## config.mk

```make
export PLATFORM = sky130hd
export DESIGN_NAME = shift_sequencer
export DESIGN_NICKNAME = d
export VERILOG_FILES = /design/src/rtl/shift_pkg.sv /design/src/rtl/shift_sequencer.sv
export SDC_FILE = /design/constraint.sdc
export NUM_CORES = 1
export LEC_CHECK = 0
export ABC_CLOCK_PERIOD_IN_PS = 4300
export BUFFER_PORTS_ARGS = -buffer_cell sky130_fd_sc_hd__buf_2
export CORE_ASPECT_RATIO = 1.5
export CORE_UTILIZATION = 48
export CTS_BUF_LIST = sky130_fd_sc_hd__clkbuf_8 sky130_fd_sc_hd__clkbuf_16
export CTS_CLUSTER_SIZE = 25
export DETAILED_ROUTE_END_ITERATION = 12
export PLACE_DENSITY = 0.86
export SYNTH_ARGS = -nofsm -noshare
export SYNTH_HDL_FRONTEND = slang
export SYNTH_SLANG_ARGS = --single-unit
export TNS_END_PERCENT = 5
```

## constraint.sdc

```tcl
create_clock -name clk -period 4.3 [get_ports clk]
set_clock_uncertainty 0.2 [all_clocks]
set_input_delay 1.29 -clock clk [delete_from_list [all_inputs] [get_ports clk]]
set_output_delay 1.29 -clock clk [all_outputs]
set_load 0.02 [all_outputs]
```

## src/rtl/shift_pkg.sv

```systemverilog
// Shared types and constants for the multi-pass shift sequencer.
package shift_pkg;

  localparam int N_DEF     = 16;
  localparam int AMT_W_DEF = 6;
  localparam int MAX_STEP  = 15;

  typedef enum logic [1:0] {
    IDLE  = 2'd0,
    SHIFT = 2'd1,
    DONE  = 2'd2
  } state_e;

endpackage

```

## src/rtl/shift_sequencer.sv

```systemverilog
// Breaks a long logical shift into passes of at most MAX_STEP bits through an
// external combinational barrel shifter, then presents the result.
module shift_sequencer
  import shift_pkg::*;
#(
  parameter int N     = N_DEF,
  parameter int AMT_W = AMT_W_DEF
) (
  input  logic             clk,
  input  logic             rst_n,
  input  logic             req_valid,
  output logic             req_ready,
  input  logic [N-1:0]     req_data,
  input  logic [AMT_W-1:0] req_amount,
  input  logic             req_dir,
  output logic [N-1:0]     sh_in,
  output logic [3:0]       sh_amount,
  output logic             sh_select,
  input  logic [N-1:0]     sh_out,
  output logic             rsp_valid,
  input  logic             rsp_ready,
  output logic [N-1:0]     rsp_data,
  output logic [2:0]       rsp_passes
);

  state_e           state_q, state_d;
  logic [N-1:0]     work_q, work_d;
  logic [AMT_W-1:0] remain_q, remain_d;
  logic             dir_q, dir_d;
  logic [2:0]       passes_q, passes_d;

  logic [3:0]       chunk;
  logic [AMT_W-1:0] remain_left;

  // Chunk never exceeds remain, so the subtraction cannot wrap.
  always_comb begin
    chunk       = (remain_q > AMT_W'(MAX_STEP)) ? 4'(MAX_STEP) : 4'(remain_q);
    remain_left = remain_q - AMT_W'(chunk);
  end

  always_ff @(posedge clk or negedge rst_n) begin
    if (!rst_n) begin
      state_q  <= IDLE;
      work_q   <= '0;
      remain_q <= '0;
      dir_q    <= 1'b1;
      passes_q <= '0;
    end else begin
      state_q  <= state_d;
      work_q   <= work_d;
      remain_q <= remain_d;
      dir_q    <= dir_d;
      passes_q <= passes_d;
    end
  end

  always_comb begin
    state_d  = state_q;
    work_d   = work_q;
    remain_d = remain_q;
    dir_d    = dir_q;
    passes_d = passes_q;
    unique case (state_q)
      IDLE: begin
        if (req_valid) begin
          work_d   = req_data;
          remain_d = req_amount;
          dir_d    = req_dir;
          passes_d = '0;
          state_d  = (req_amount == '0) ? DONE : SHIFT;
        end
      end
      SHIFT: begin
        work_d   = sh_out;
        remain_d = remain_left;
        passes_d = passes_q + 3'd1;
        if (remain_left == '0) state_d = DONE;
      end
      DONE: begin
        if (rsp_ready) state_d = IDLE;
      end
      default: state_d = IDLE;
    endcase
  end

  // All outputs decode from registered state only.
  always_comb begin
    req_ready  = (state_q == IDLE);
    rsp_valid  = (state_q == DONE);
    rsp_data   = (state_q == DONE) ? work_q : '0;
    rsp_passes = (state_q == DONE) ? passes_q : '0;
    sh_in      = work_q;
    sh_select  = dir_q;
    sh_amount  = (state_q == SHIFT) ? chunk : 4'd0;
  end

endmodule

```

==> results of run 1 <==
-- worst min-delay path: cells and delay by family (launching register included) --
kind | cells | cell delay [ps]
AOI/OAI and AO/OA | 1 | 60
DFF | 1 | 360
and+or+nand+nor | 1 | 50
-- cell usage after synthesis --
cell type  count  area (um^2)
dfstp_2        1         26.3
or2_0          1         6.26
a31oi_1        1         6.26
o2bb2ai_1      1         8.76
nor2_1        13         48.8
xnor2_1        1         8.76
a41oi_1        1         8.76
nand2b_1       4         25.0
clkbuf_1       3         11.3
mux2_2         2         22.5
buf_2          4         20.0
nor3_1         1         5.00
dfrtp_1       27          676
a21boi_0       1         7.51
buf_12         1         20.0
and2b_1        1         7.51
o21bai_4       1         18.8
o221ai_1       1         8.76
mux2i_1       17          170
a211o_1        1         8.76
inv_1          3         11.3
o21ai_0        6         30.0
nand2_1       25         93.8
a22oi_1        2         15.0
nor4_1         1         6.26
o21ai_1       15         75.1
a22o_1         3         26.3
buf_6          3         33.8
and2_1        20          125
o311ai_0       1         8.76
o22ai_1        1         6.26
ha_1           2         25.0
nor2b_1        2         12.5
nand3_1        3         15.0
a21oi_1        4         20.0
-- state kept, by name, summed over array words and instances (netlist names) --
signal and cells:
sh_select 1, passes_q 3, state_q 2, remain_q 6, sh_in 16
-- power groups by stage --
| stage | clock (W) | sequential [W] | combinational (W) |
|---|---|---|---|
| CTS | 0.000161 | 0.000526 | 0.000884 |
| detailed placement | 0 | 0.000531 | 0.000880 |
| global route | 0.000172 | 0.000553 | 0.000970 |
| global placement | 0 | 0.000523 | 0.000854 |
| floorplan | 0 | 0.000588 | 0.000606 |
| finish | 0.000160 | 0.000526 | 0.000877 |
-- per-stage QoR --
stage	worst slack (ps)	total power, W	cells	utilization (%)	instance area (um^2)
finish	1320	0.00156	293	65.0	2070
global route	1230	0.00170	293	65.0	2070
CTS	1320	0.00157	293	65.0	2070
detailed placement	1630	0.00141	289	63.3	2020
global placement	1680	0.00138	289	63.3	2020
floorplan	1520	0.00119	174	-	1620
-- layout make-up --
| class | instances | area share [%] |
|---|---|---|
| sequential | 28 | 33.8 |
| clock buffer | 4 | 2.65 |
| timing repair buffer | 86 | 21.0 |
| tap | 40 | 2.41 |
| multi-input combinational | 132 | 39.6 |
| inverter | 3 | 0.543 |
-- kinds of logic (layout without fill, tap and decap cells) --
logic type      after synthesis  after routing  synth area share, %
simple gates                 71             71                 21.3
compound gates               39             39                 15.4
flops                        28             28                 43.4
mux                          19             19                 11.9
buf+inv                      14             93                 5.95
fa+ha+maj                     2              2                 1.55
xor+xnor                      1              1                0.541
-- layer usage --
metal	track usage [%]	part of all wire [%]
met4	7.62	1.1
met2	40.6	54
met5	0	0
met3	3.13	4.2
met1	25.7	40
-- worst max path at each step --
stage / from / to / slack, ps
floorplan: state_q[0] / rsp_data[10] / 1520
global placement: state_q[0] / rsp_data[0] / 1680
detailed placement: state_q[0] / rsp_data[3] / 1630
CTS: state_q[0] / rsp_data[3] / 1320
global route: state_q[0] / rsp_data[9] / 1230
finish: state_q[0] / rsp_data[3] / 1320
==> flow_summary.json, run 1 <==
{
  "critical_path.startpoint_type": "flop",
  "cts-htree-levels": 1,
  "hold_path_end": "sh_in[11]",
  "cp-end-kind": "output port",
  "reg2reg_depth": 3,
  "clockBufferDepth": 2,
  "holdWs_ps": 307,
  "holdPathStages": 2,
  "synthCells": 174,
  "clkLatencyLatePin_ps": 270,
  "finalHoldViolCount": 0,
  "drtIter0Drc": 28,
  "regArea_um2": 702,
  "synth.distinct_cells": 35,
  "cp.arrival_ps": 1490,
  "numPortBuffers": 84,
  "rows": 25,
  "cts-root-buf": "clkbuf_8",
  "gp_congestion": 0.862,
  "syn-num-nets": 219,
  "crit_family": "flip-flops",
  "final_common_cell": "buf_2",
  "die_x_um": 49.4,
  "grt_max_degree": 40,
  "holdBufCountCts": 0,
  "power.density_nw_per_um2": 754,
  "syn_avg_cell_area_um2": 9.30,
  "first_pass_iters": 4,
  "worstMarginPinSlew_ps": 1160,
  "grt_overflow": 0,
  "ys_ff_latch": 28,
  "required_ps": 2810,
  "netlist_area_um2": 1620,
  "start_util_pct": 50.7,
  "cts.repair.resized": 0,
  "comb_power_share_pct": 56.1,
  "max_cap_viol_count": 0,
  "final_layout_size_suffix_gt1_share_pct": 37.2,
  "crit_buf_inv": 2,
  "clk_pin_slew_worst_paths_ps": 90,
  "track_usage_pct": 22.0,
  "die_area_um2": 3610,
  "rsz0062_at_grt": "false",
  "setup_violations": 0,
  "p_sw_w": 0.000736,
  "wl_per_cell_um": 13.0,
  "period_needed_ps": 2980,
  "vias_per_cell": 5.14,
  "wl_mm": 3.80,
  "place_hpwl_mm": 2.87,
  "p_seq_share_pct": 33.6,
  "area_delta_synth_final_pct": 28.1,
  "p_sw_share_pct": 47.1,
  "dr_total_vias": 1505,
  "first_global_vias": 1424,
  "ant_nets": 0,
  "cp_max_fo": 21,
  "fin_nets": 299,
  "r2r-end": "remain_q[4]",
  "final_max_slew_viol_count": 0,
  "yosysSeqAreaShare_pct": 43.4,
  "critPathKind": "flop to output port",
  "holdCritStartpoint": "sh_in[11]",
  "layout_common_cells": "buf_2 (84), dfrtp_1 (27), nand2_1 (25)",
  "die_y_um": 73.1,
  "internal-power_w": 0.000827,
  "fin_crit_sh_pct": 69.2,
  "cpPeakStageDelay_ps": 510,
  "max_freq_mhz": 336,
  "leakage_nw": 1.09,
  "slowest_stage": "dfrtp_1",
  "ios": 85,
  "slew_headroom_pct": 22.5,
  "cp_cell_sequence": "nor2b_1, buf_4, and2_1, buf_2",
  "hp-class": "flop to flop",
  "antenna_found_initial": 0,
  "cts_tree": "yes",
  "ff2ff_setup_slack_ps": 2060,
  "antenna_cells": 0,
  "tns_ps": 0,
  "ir_drop_mv": 0.467,
  "fp.coreArea_um2": 3190,
  "cts.sinks": 28,
  "post_cts_buffers": 0,
  "r2r-start": "state_q[0]",
  "drc": 0,
  "p_clk_share_pct": 10.3,
  "crit_cells": 4,
  "fillCellCount": 299,
  "multiInputGateArea_um2": 821,
  "numCtsBuffers": 3,
  "status": "finished clean",
  "synth_warnings": 0,
  "grt_pass1_wl_mm": 6.13
}
Power figures use the tool's default switching activity.
==> inputs of run 2 (changes only) <==
Settings changed: ABC_CLOCK_PERIOD_IN_PS 4300 to 2500, CORE_UTILIZATION 48 to 40, PLACE_DENSITY 0.86 to 0.77.
Clock period 4.3 ns to 2.5 ns, I/O delays scaled along.
==> flow_summary.json, run 2 (same netlist as run 1, synthesis figures left out) <==
{
  "fin_nets": 302,
  "regArea_um2": 702,
  "grt_overflow": 0,
  "worstMarginPinSlew_ps": 610,
  "clkLatencyLatePin_ps": 280,
  "grt_pass1_wl_mm": 6.09,
  "critPathKind": "flop to output port",
  "cts.repair.resized": 0,
  "critical_path.startpoint_type": "flop",
  "start_util_pct": 41.3,
  "numPortBuffers": 84,
  "first_global_vias": 1370,
  "die_x_um": 53.9,
  "drc": 0,
  "cts-root-buf": "clkbuf_8",
  "dr_total_vias": 1509,
  "holdBufCountCts": 0,
  "layout_common_cells": "buf_2 (84), dfrtp_1 (27), nand2_1 (25)",
  "cts_tree": "yes",
  "multiInputGateArea_um2": 821,
  "status": "finished clean",
  "cp.arrival_ps": 1430,
  "drtIter0Drc": 36,
  "cts.sinks": 28,
  "finalPower_w": 0.00270,
  "ios": 85,
  "dpl_worst_slack_ps": 432,
  "fin_crit_sh_pct": 95.1,
  "setup_ws_ps": 122,
  "ir_drop_mv": 0.649,
  "area_delta_synth_final_pct": 29.9,
  "wl_mm": 3.84,
  "largest_reg_flops": 16,
  "holdWs_ps": 273,
  "setup_violations": 0,
  "antenna_found_initial": 0,
  "tns_ps": 0,
  "post_cts_buffers": 0,
  "required_ps": 1550,
  "vias_per_cell": 5.01,
  "rows": 28,
  "hp-class": "primary input to async pin",
  "clk_pin_slew_worst_paths_ps": 90,
  "cp_max_fo": 7,
  "antenna_cells": 0,
  "final_max_slew_viol_count": 0,
  "final_common_cell": "buf_2",
  "max_freq_mhz": 421,
  "power.density_nw_per_um2": 1280,
  "die_area_um2": 4310,
  "die_y_um": 79.9,
  "final_layout_size_suffix_gt1_share_pct": 37.9,
  "wl_per_cell_um": 12.8,
  "ant_nets": 0,
  "clockBufferDepth": 2,
  "cp-end-kind": "output port",
  "cts-htree-levels": 1,
  "rsz0062_at_grt": "false",
  "period_needed_ps": 2380,
  "finalHoldViolCount": 0,
  "numCtsBuffers": 3,
  "fp.coreArea_um2": 3920,
  "grt_max_degree": 29,
  "max_cap_viol_count": 0,
  "slew_headroom_pct": 59.3,
  "fillCellCount": 390,
  "gp_congestion": 0.831,
  "track_usage_pct": 19.7,
  "leakage_nw": 1.10,
  "place_hpwl_mm": 3.00,
  "first_pass_iters": 4
}
## run 2: routing by layer
layer | share of wire [%] | vias up | wire (um) | track usage [%]
met1 | 37 | 703 | 1430 | 22.7
met2 | 56 | 46 | 2140 | 34.1
met3 | 5.4 | 5 | 206 | 3.81
li1 | - | 755 | - | -
met4 | 1.6 | 0 | 63 | 7.89
met5 | 0 | - | 0 | 0
## run 2: worst paths after layout
| check | from | end | slack [ps] | depth (start not counted) |
|---|---|---|---|---|
| min in group clk | sh_in[5] | sh_in[5] | 310 | 2 |
| worst max register to register | remain_q[4] | state_q[0] | 450 | 6 |
| worst max-delay path | remain_q[4] | sh_amount[2] | 120 | 4 |
| worst min register to register | sh_in[5] | sh_in[5] | 310 | 2 |
| max in group asynchronous | rst_n | passes_q[2] | 1430 | 1 |
| worst min-delay path | rst_n | sh_in[15] | 270 | 1 |
## run 2: cell type report
cell class                 count  share of cell area [%]
timing repair buffer          89                    21.8
tap                           45                    2.68
sequential                    28                    33.4
multi-input combinational    132                    39.0
inverter                       3                   0.535
clock buffer                   4                    2.62
## run 2: report_power, final
group          switching (W)  internal (W)  total (W)  leakage, nW
clock network       0.000137      0.000141   0.000278       0.0288
registers           0.000205      0.000684   0.000889        0.341
logic               0.000914      0.000618    0.00153        0.735
## run 2: critical path, stage by stage (launching register included)
cell and delay [ps]:
dfrtp_1 450, or2_0 350, nor2_1 140, nor2_1 50
buf_2 170
## run 2: per-stage QoR
step                util (%)  cells  instance area [um^2]
detailed placement      52.2    297                  2050
global placement        52.2    297                  2050
global route            53.6    301                  2100
finish                  53.6    301                  2100
floorplan                  -    174                  1620
CTS                     53.6    301                  2100
==> inputs of run 3 (changes only) <==
Settings changed: CORE_UTILIZATION 40 to 27, PLACE_DENSITY 0.77 to 0.56.
==> flow_summary.json, run 3 (same netlist as run 1, synthesis figures left out) <==
{
  "cts.repair.resized": 0,
  "fin_nets": 303,
  "fin_crit_sh_pct": 94.9,
  "regArea_um2": 702,
  "vias_per_cell": 4.61,
  "wl_per_cell_um": 12.7,
  "grt_overflow": 0,
  "die_y_um": 96.8,
  "hp-class": "primary input to async pin",
  "tns_ps": 0,
  "leakage_nw": 1.11,
  "first_global_vias": 1469,
  "antenna_cells": 0,
  "cp_max_fo": 7,
  "final_layout_size_suffix_gt1_share_pct": 38.1,
  "fillCellCount": 628,
  "grt_max_degree": 29,
  "largest_reg_flops": 16,
  "clk_pin_slew_worst_paths_ps": 100,
  "numPortBuffers": 84,
  "cts-root-buf": "clkbuf_8",
  "setup_violations": 0,
  "place_hpwl_mm": 3.24,
  "antenna_found_initial": 0,
  "area_delta_synth_final_pct": 32.5,
  "reg2reg_depth": 6,
  "first_pass_iters": 4,
  "wl_mm": 4.18,
  "holdBufCountCts": 0,
  "dr_total_vias": 1518,
  "worstMarginPinSlew_ps": 634,
  "ir_drop_mv": 0.360,
  "cts_tree": "yes",
  "final_max_slew_viol_count": 0,
  "drtIter0Drc": 85,
  "dpl_worst_slack_ps": 431,
  "status": "finished clean",
  "numCtsBuffers": 3,
  "multiInputGateArea_um2": 821,
  "slew_headroom_pct": 57.7,
  "max_cap_viol_count": 0,
  "period_needed_ps": 2370,
  "start_util_pct": 28.0,
  "gp_congestion": 0.799,
  "ios": 85,
  "clkLatencyLatePin_ps": 280,
  "cts.sinks": 28,
  "ant_nets": 0,
  "grt_pass1_wl_mm": 6.99,
  "cts-htree-levels": 1,
  "r2r-start": "remain_q[4]",
  "r2r-end": "state_q[0]",
  "critical_path.startpoint_type": "flop",
  "setup_ws_ps": 128,
  "track_usage_pct": 14.2,
  "layout_common_cells": "buf_2 (84), dfrtp_1 (27), nand2_1 (25)",
  "final_common_cell": "buf_2",
  "die_x_um": 65.2,
  "cp-end-kind": "output port",
  "clockBufferDepth": 2,
  "drc": 0,
  "cp.arrival_ps": 1420,
  "required_ps": 1550,
  "die_area_um2": 6320,
  "finalHoldViolCount": 0,
  "fp.coreArea_um2": 5790,
  "max_freq_mhz": 422,
  "rows": 34,
  "critPathKind": "flop to output port",
  "post_cts_buffers": 0,
  "rsz0062_at_grt": "false",
  "power.density_nw_per_um2": 1280,
  "ff2ff_setup_slack_ps": 420
}
## run 3: cell count changes in the layout (fill, tap and decap cells not counted)
cell and delta:
buf_4 +1
## run 3: cell type report
type                            count  area share, %
Multi-Input combinational cell    132           38.3
Tap cell                           72           4.20
Sequential cell                    28           32.7
Timing Repair Buffer               90           21.7
Inverter                            3          0.525
Clock buffer                        4           2.57
## run 3: power breakdown
part / total, W / internal [W] / switching, W
registers: 0.000895 / 0.000683 / 0.000212
logic: 0.00156 / 0.000628 / 0.000935
clock network: 0.000287 / 0.000141 / 0.000146
## run 3: stage by stage
step	cell area, um^2	total power (W)	instances	hold slack [ps]	utilization, %
5_1_grt	2140	0.00299	329	338	37.1
4_1_cts	2140	0.00279	329	308	37.1
3_3_place_gp	2090	0.00247	325	282	36.1
6_report	2140	0.00275	329	283	37.1
3_5_place_dp	2090	0.00249	325	285	36.1
2_1_floorplan	1620	0.00205	174	254	-
## run 3: metal layers
metal	global-route usage, %	vias to the layer above	wire length (um)
met5	0	-	0
met4	7.19	0	149
met3	2.00	10	163
met2	24.8	50	2270
met1	16.3	700	1600
li1	-	758	-
## run 3: how the worst max path moves through the flow
stage	start	end	slack (ps)
floorplan	state_q[0]	rsp_data[10]	260
global placement	state_q[1]	rsp_data[12]	420
detailed placement	state_q[1]	rsp_data[12]	430
CTS	state_q[1]	rsp_data[12]	100
global route	state_q[1]	rsp_data[11]	30
finish	state_q[1]	sh_amount[3]	130
## run 3: worst max-delay path, stage by stage, from the launching register on
cell and delay (ps):
dfrtp_1 440, nand2b_1 320, a21oi_1 200, buf_2 190
